### src/rtl/sha_msg_schedule_buffer.sv
// sha_msg_schedule_buffer
// Masked SHA-512 message-schedule window: holds W[t-16..t-1] as D-share words,
// exposes the taps needed to compute W[t], and streams W[0..79] downstream.
// Shares are bit-interleaved (bit i of share j at index i*D+j); words are only
// moved between registers, never combined, so no share mixing can occur here.
// Optional feature macro: SHA_SCHED_CLEAR_EN adds a CLEAR cycle after W[79] is
// consumed that zeroes the window and the output word before done pulses.
module sha_msg_schedule_buffer #(
   parameter int D      = 2,
   parameter int ROUNDS = 80
) (
   input  logic            i_clk,
   input  logic            i_rst_n,
   input  logic            i_start,
   input  logic            i_in_valid,
   output logic            o_in_ready,
   input  logic [D*64-1:0] i_in_word,
   output logic [D*64-1:0] o_tap_w2,
   output logic [D*64-1:0] o_tap_w7,
   output logic [D*64-1:0] o_tap_w15,
   output logic [D*64-1:0] o_tap_w16,
   input  logic            i_nw_valid,
   output logic            o_nw_ready,
   input  logic [D*64-1:0] i_nw_word,
   output logic            o_wt_valid,
   input  logic            i_wt_ready,
   output logic [D*64-1:0] o_wt_word,
   output logic [6:0]      o_wt_idx,
   output logic            o_busy,
   output logic            o_done
);

   localparam int         W         = D * 64;
   localparam logic [6:0] LAST_LOAD = 7'd15;
   localparam logic [6:0] LAST_T    = 7'(ROUNDS - 1);

   typedef enum logic [2:0] {
      S_IDLE   = 3'd0,
      S_LOAD   = 3'd1,
      S_EXPAND = 3'd2,
      S_DRAIN  = 3'd3,
      S_CLEAR  = 3'd4
   } state_t;

   state_t         r_state;
   state_t         w_state_nxt;
   logic [6:0]     r_t;
   logic [W-1:0]   r_buf [16];
   logic [W-1:0]   r_wt_word;
   logic [6:0]     r_wt_idx;
   logic           r_wt_valid;
   logic           r_done;
   logic           w_done_nxt;

   logic           w_slot_free;
   logic           w_in_acc;
   logic           w_nw_acc;
   logic           w_acc;
   logic           w_consume;
   logic           w_start_go;
   logic [W-1:0]   w_word;

   // Handshake decode: a new word may enter only when the output register is free.
   assign w_slot_free = !r_wt_valid || i_wt_ready;
   assign w_in_acc    = (r_state == S_LOAD)   && i_in_valid && w_slot_free;
   assign w_nw_acc    = (r_state == S_EXPAND) && i_nw_valid && w_slot_free;
   assign w_acc       = w_in_acc || w_nw_acc;
   assign w_word      = w_in_acc ? i_in_word : i_nw_word;
   assign w_consume   = r_wt_valid && i_wt_ready;
   // A start arriving while done is still pulsing belongs to the finished block and is dropped.
   assign w_start_go  = (r_state == S_IDLE) && i_start && !r_done;

   // State register.
   always_ff @(posedge i_clk) begin
      if (!i_rst_n) begin
         r_state <= S_IDLE;
      end else begin
         r_state <= w_state_nxt;
      end
   end

   // Next-state and done-pulse decode.
   always_comb begin
      w_state_nxt = r_state;
      w_done_nxt  = 1'b0;
      case (r_state)
         S_IDLE: begin
            if (w_start_go) w_state_nxt = S_LOAD;
         end
         S_LOAD: begin
            if (w_in_acc && (r_t == LAST_LOAD)) w_state_nxt = S_EXPAND;
         end
         S_EXPAND: begin
            if (w_nw_acc && (r_t == LAST_T)) w_state_nxt = S_DRAIN;
         end
         S_DRAIN: begin
            if (w_consume) begin
`ifdef SHA_SCHED_CLEAR_EN
               w_state_nxt = S_CLEAR;
`else
               w_state_nxt = S_IDLE;
               w_done_nxt  = 1'b1;
`endif
            end
         end
         S_CLEAR: begin
            w_state_nxt = S_IDLE;
            w_done_nxt  = 1'b1;
         end
         default: begin
            w_state_nxt = S_IDLE;
         end
      endcase
   end

   // Window shift, output word register, round counter and done flag.
   always_ff @(posedge i_clk) begin
      if (!i_rst_n) begin
         for (int k = 0; k < 16; k++) r_buf[k] <= '0;
         r_wt_word  <= '0;
         r_wt_idx   <= '0;
         r_wt_valid <= 1'b0;
         r_t        <= '0;
         r_done     <= 1'b0;
      end else begin
         if (w_start_go) r_t <= '0;
         if (w_acc) begin
            for (int k = 0; k < 15; k++) r_buf[k] <= r_buf[k+1];
            r_buf[15]  <= w_word;
            r_wt_word  <= w_word;
            r_wt_idx   <= r_t;
            r_wt_valid <= 1'b1;
            r_t        <= r_t + 7'd1;
         end else if (i_wt_ready) begin
            r_wt_valid <= 1'b0;
         end
`ifdef SHA_SCHED_CLEAR_EN
         // Wipe any share residue once the last word has left.
         if (r_state == S_CLEAR) begin
            for (int k = 0; k < 16; k++) r_buf[k] <= '0;
            r_wt_word <= '0;
         end
`endif
         r_done <= w_done_nxt;
      end
   end

   assign o_tap_w16  = r_buf[0];
   assign o_tap_w15  = r_buf[1];
   assign o_tap_w7   = r_buf[9];
   assign o_tap_w2   = r_buf[14];
   assign o_in_ready = (r_state == S_LOAD)   && w_slot_free;
   assign o_nw_ready = (r_state == S_EXPAND) && w_slot_free;
   assign o_wt_valid = r_wt_valid;
   assign o_wt_word  = r_wt_word;
   assign o_wt_idx   = r_wt_idx;
   assign o_busy     = (r_state != S_IDLE);
   assign o_done     = r_done;

endmodule

### config.mk
export PLATFORM = sky130hd
export DESIGN_NAME = sha_msg_schedule_buffer
export DESIGN_NICKNAME = d
export VERILOG_FILES = /design/src/rtl/sha_msg_schedule_buffer.sv
export SDC_FILE = /design/constraint.sdc
export NUM_CORES = 2
export LEC_CHECK = 0
export ABC_AREA = 0
export ABC_CLOCK_PERIOD_IN_PS = 65000
export CAP_MARGIN = 20
export CORE_MARGIN = 2
export CORE_UTILIZATION = 25
export DETAILED_ROUTE_END_ITERATION = 12
export SYNTH_ARGS = -nofsm -noshare
export SYNTH_HDL_FRONTEND = slang
export SYNTH_SLANG_ARGS = --single-unit
### constraint.sdc
create_clock -name i_clk -period 65 [get_ports i_clk]
set_input_delay 6.5 -clock i_clk [delete_from_list [all_inputs] [get_ports i_clk]]
set_output_delay 6.5 -clock i_clk [all_outputs]
set_load 0.05 [all_outputs]
# Yosys cells after proc, flatten, opt, wreduce, memory -nomap -nowiden
# Memory sizes are Yosys's and may differ from the RTL's.
# Index checks and enable logic that the tools add are counted.
word_totals:
  ff_bits: 147
  mem_count: 1
  elab_cells: 86
  ramBits: 2048
mem_list:
  columns: ["name", "depth", "width", "rd", "rd_ports_with_merged_regs", "write_ports", "line", "rtl"]
  rows:
  - ["r_buf", 16, 128, 16, 0, 16, "48", "logic [W-1:0] r_buf [16];"]
op_classes:
  n_mux: 32
  bitwise_logic: 16
  n_addsub: 1
  eq_ne: 10
  reduce_logical: 20
ops:
  columns: ["op", "n"]
  rows:
  - ["128-bit two-way mux", 17]
  - ["1-bit OR", 16]
  - ["7-bit two-way mux", 2]
  - ["3-bit two-way mux", 4]
  - ["3-bit case mux with 4 select lines", 1]
  - ["1-bit logical AND", 11]
  - ["2-bit inequality test (second input constant)", 4]
  - ["7-bit by 1-bit adder with 7-bit output (second input constant)", 1]
  - ["7-bit by 4-bit equality test with 1-bit output (second input constant)", 1]
  - ["7-bit equality test (second input constant)", 1]
  - ["1-bit two-way mux", 7]
  - ["3-bit by 2-bit equality test with 1-bit output (second input constant)", 2]
  - ["4-bit AND reduction", 1]
  - ["2-bit nonzero test", 2]
  - ["3-bit by 1-bit equality test with 1-bit output (second input constant)", 1]
  - ["3-bit equality test (second input constant)", 1]
  - ["3-bit zero test", 1]
  - ["3-bit nonzero test", 1]
  - ["1-bit zero test", 2]
  - ["1-bit logical OR", 2]
  - ["1-bit case mux with 2 select lines", 1]

# Logic depth before layout (Yosys ltp)
logic_depth:
  word_depth: 8
  ltp_mapped: 9
  depth_no_buf: 7

# Least setup slack after synthesis
# No wires, ideal clock.
synth_path:
  path_type: "input to register"
  start: "input i_wt_ready"
  end: "memory r_buf[0][0] (netlist bit), enable pin"
  t_required_ps: 51013
  path_stages: 5
  setup_slack_ps: 10772
  arrival_ps: 40242
  path_buffers: 2
  cell_sequence: "nor2b_1 -> buf_6 -> a21o_1 -> buf_2 -> nand2_1"
synth_lines:
  columns: ["item", "line", "rtl"]
  rows:
  - ["start: declaration", "26", "input logic i_wt_ready,"]
  - ["end: declaration", "48", null]

# Worst setup path after layout
layout_path:
  start: "input i_wt_ready"
  end: "output o_in_ready"
layout_between:
  elab_chain_cells: 2
layout_rtl:
  columns: ["item", "line", "rtl"]
  rows:
  - ["1-bit logical OR", "64", "assign w_slot_free = !r_wt_valid || i_wt_ready;"]
  - ["1-bit logical AND", "152", "assign o_in_ready = (r_state == S_LOAD) && w_slot_free;"]
  - ["end: declaration", "16", "output logic o_in_ready,"]
# No other way between the ends.

==> results by group <==
Timing
  – Final Hold Slack: around 0.47 ns
  – Setup TNS: 0 ns
  – Tcrit/Tclk final: 0.231
  – Unrepaired setup endpoints after global routing: false
  – Worst slew margin: 0.121
  – Clock skew: roughly 0.051 ns
  – Final hold violation count: 0
  – Worst-Margin Slew: roughly 1.3 ns
  – Fmax: between 60 and 70 MHz
  – Tmin final: about 15 ns
  – Setup-failing EPs final: 0
  – Slew Viols, Final: 0

Final layout
  – Ratio of cells with drive above 1 in the final layout: 0.0861
  – Syn-to-layout area delta: 22.9%
  – Design Area, Final: between 0.1 and 0.15 mm2
  – Layout Nets: around 6.5k
  – Area of the multi-input gates: around 0.017 mm2
  – Filler Cell Count: about 33k
  – Commonest non-fill, non-tap cells in the layout: edfxtp_1 (2048), and3_1 (1281), clkdlybuf4s50_1 (912)
  – Most common cell after layout, fill and taps aside: edfxtp_1
  – FF+latch area: ~0.064 mm2

Flow run
  – Max-cap viol count: 0

Yosys
  – Yosys cell types: 34
  – Mapped Nets: 5941
  – Post-synthesis cell area: between 0.08 and 0.09 mm2
  – Seq/Total Area, Yosys: 0.752
  – Share of the synthesized area in the top cell type: 0.718
  – Area leader, netlist: edfxtp_1
  – Syn Inst Count: roughly 5.7k
  – Number of enable flip-flop cells after synthesis: a little over 2k
  – Avg Inst Size Synth: 15.1 um2
  – Post-synthesis register bit count: around 2.2k
  – Synthesis Warnings: 0
  – Async SR Flop Fraction: 0
  – Synth area leaders: edfxtp_1 (72%), and3_1 (9.4%), and2_1 (4.7%)
  – Synth Flop Type: edfxtp_1

Setup path
  – Capturing point of the worst reg2reg path: r_buf[0][177]
  – Nature of the critical path endpoint: output port
  – CP startpoint: i_wt_ready
  – CP Data Arrival Time: roughly 8.5 ns
  – CP Max Fanout: 8
  – CP endpoint: o_in_ready
  – R2R depth: 12
  – R2r startpoint: r_state[1]
  – Kind of critical path: input port to output port
  – Startpoint types: input port
  – FF-to-FF setup slack: about 57 ns
  – Critical Path RT: between 50 and 60 ns

Power
  – Cell Pwr Density: between 40 and 50 mW/mm2
  – Worst vdd ir: approximately 0.025 mV
  – Leakage: ~42 nW
  – Power consumption: roughly 4.3 mW

Status
  – Status: finished clean

Die
  – IO Pins: slightly above 900
  – Die width: 589 um
  – Initial core utilization: 0.252
  – Die ar.: 0.347 mm2
  – Core region area: ~0.34 mm2
  – Rows: 214
  – DIE HEIGHT: ~600 um

Clock tree
  – Clk root buf: clkbuf_16
  – CTS Hold Bufs: 0
  – CTS H-tree depth: 4
  – CTS clk-pin slew, worst paths: approximately 0.06 ns
  – Clk buf depth: 4
  – Worst-skew pair later-pin latency: 0.92 ns
  – CTS tree: yes
  – Post-CTS sizing: 0
  – Setup bufs post-CTS: 0
  – Sink Count: 2194
  – Total CTS buffers: 243

Drt
  – Starting DRT DRC Count: between 3k and 4k
  – Vias post-DR: 44.1k
  – DRT antenna net count: 0
  – Via density: a little over 4
  – WL final: approximately 190000 um
  – WL/cell: around 17 um
  – DRT Pass-1 Iters: 5
  – # DRC: 0

Global route
  – Total track usage: 0.106
  – Grt ovf: 0
  – Global-route wire length before repair: about 290000 um
  – Initial antenna violation count: between 40 and 50
  – Largest net degree at the start of global routing: roughly 270
  – Vias in the first global route: ~44k

Placement
  – GP Congestion: roughly 0.8
  – Port bufs: ~910
  – Final HPWL DP: 126000 um
  – Post-DP Area: around 0.1 mm2

Worst hold path
  – Hold/Removal Path Class: flip-flop to flip-flop
power by group:
part	internal (mW)	switching, mW	total (mW)
sequential	1.94	0.114	2.05
clock	0.784	0.557	1.34
combinational	0.264	0.656	0.919
total	2.98	1.33	4.31
Yosys cell counts (all sizes together) (2+ instances only):
library cell,count
edfxtp,2048
or2,2
o21ai,5
dfxtp,146
nand3,3
nand2,409
nor2b,4
mux2i,2
and2,641
a21boi,267
ha,5
clkbuf,310
o21a,2
and3,1281
a21oi,6
buf,392
nand3b,3
inv,3
nor2,10
mux2,128
logic make-up after synthesis:
logic type,synth area share
AO/OA/AOI/OAI,0.0247
adder cells (fa/ha/maj),0.000730
buffers and inverters,0.0457
flip-flops,0.752
multiplexers,0.0171
AND/OR/NAND/NOR,0.160
metal layers:
layer / wire length (um) / track usage / up-vias
li1: - / - / 21500
met1: 87100 / 0.142 / 21200
met2: 84100 / 0.160 / 1107
met3: 10300 / 0.0229 / 325
met4: 9740 / 0.0522 / 0
met5: 0 / 0 / -
stage by stage:
stage,instances,worst slack [ns],utilization
after detailed placement,10500,50.02,0.285
final,10900,50.00,0.309
after floorplan,5674,10.77,-
after global placement,10500,49.96,0.285
after global routing,10900,49.95,0.309
after CTS,10900,50.01,0.308
worst max-delay path, cell delays in order:
cell,delay (ns)
clkdlybuf4s50_1,0.44
nor2b_1,0.71
nor2b_1,0.11
clkdlybuf4s50_1,0.74
how the worst min path moves through the flow:
| stage | cells past startpoint | start | slack [ns] | end |
|---|---|---|---|---|
| floorplan | 1 | r_t[6] | 0.45 | r_t[6] |
| global placement | 2 | o_wt_idx[0] | 0.46 | o_wt_idx[0] |
| detailed placement | 2 | o_wt_idx[0] | 0.46 | o_wt_idx[0] |
| CTS | 2 | o_wt_idx[0] | 0.47 | o_wt_idx[0] |
| global route | 1 | r_t[6] | 0.50 | r_t[6] |
| finish | 2 | o_wt_idx[0] | 0.47 | o_wt_idx[0] |
flip-flops by register name (all words and copies together) (netlist names):
name        count
r_buf        2048
o_wt_word     128
o_wt_idx        7
r_t             7
r_state         2
o_done          1
o_wt_valid      1
area by class of cell:
cell class / count / area share
well taps: 4536 / 0.0539
inverters: 3 / 0.000107
clock inverters: 136 / 0.0126
multi-input cells: 2775 / 0.165
flip-flops and latches: 2194 / 0.612
diodes: 4 / 0.0000951
clock buffers: 312 / 0.0620
repair buffers: 979 / 0.0944
No activity file was read; power rests on OpenSTA's default activity.
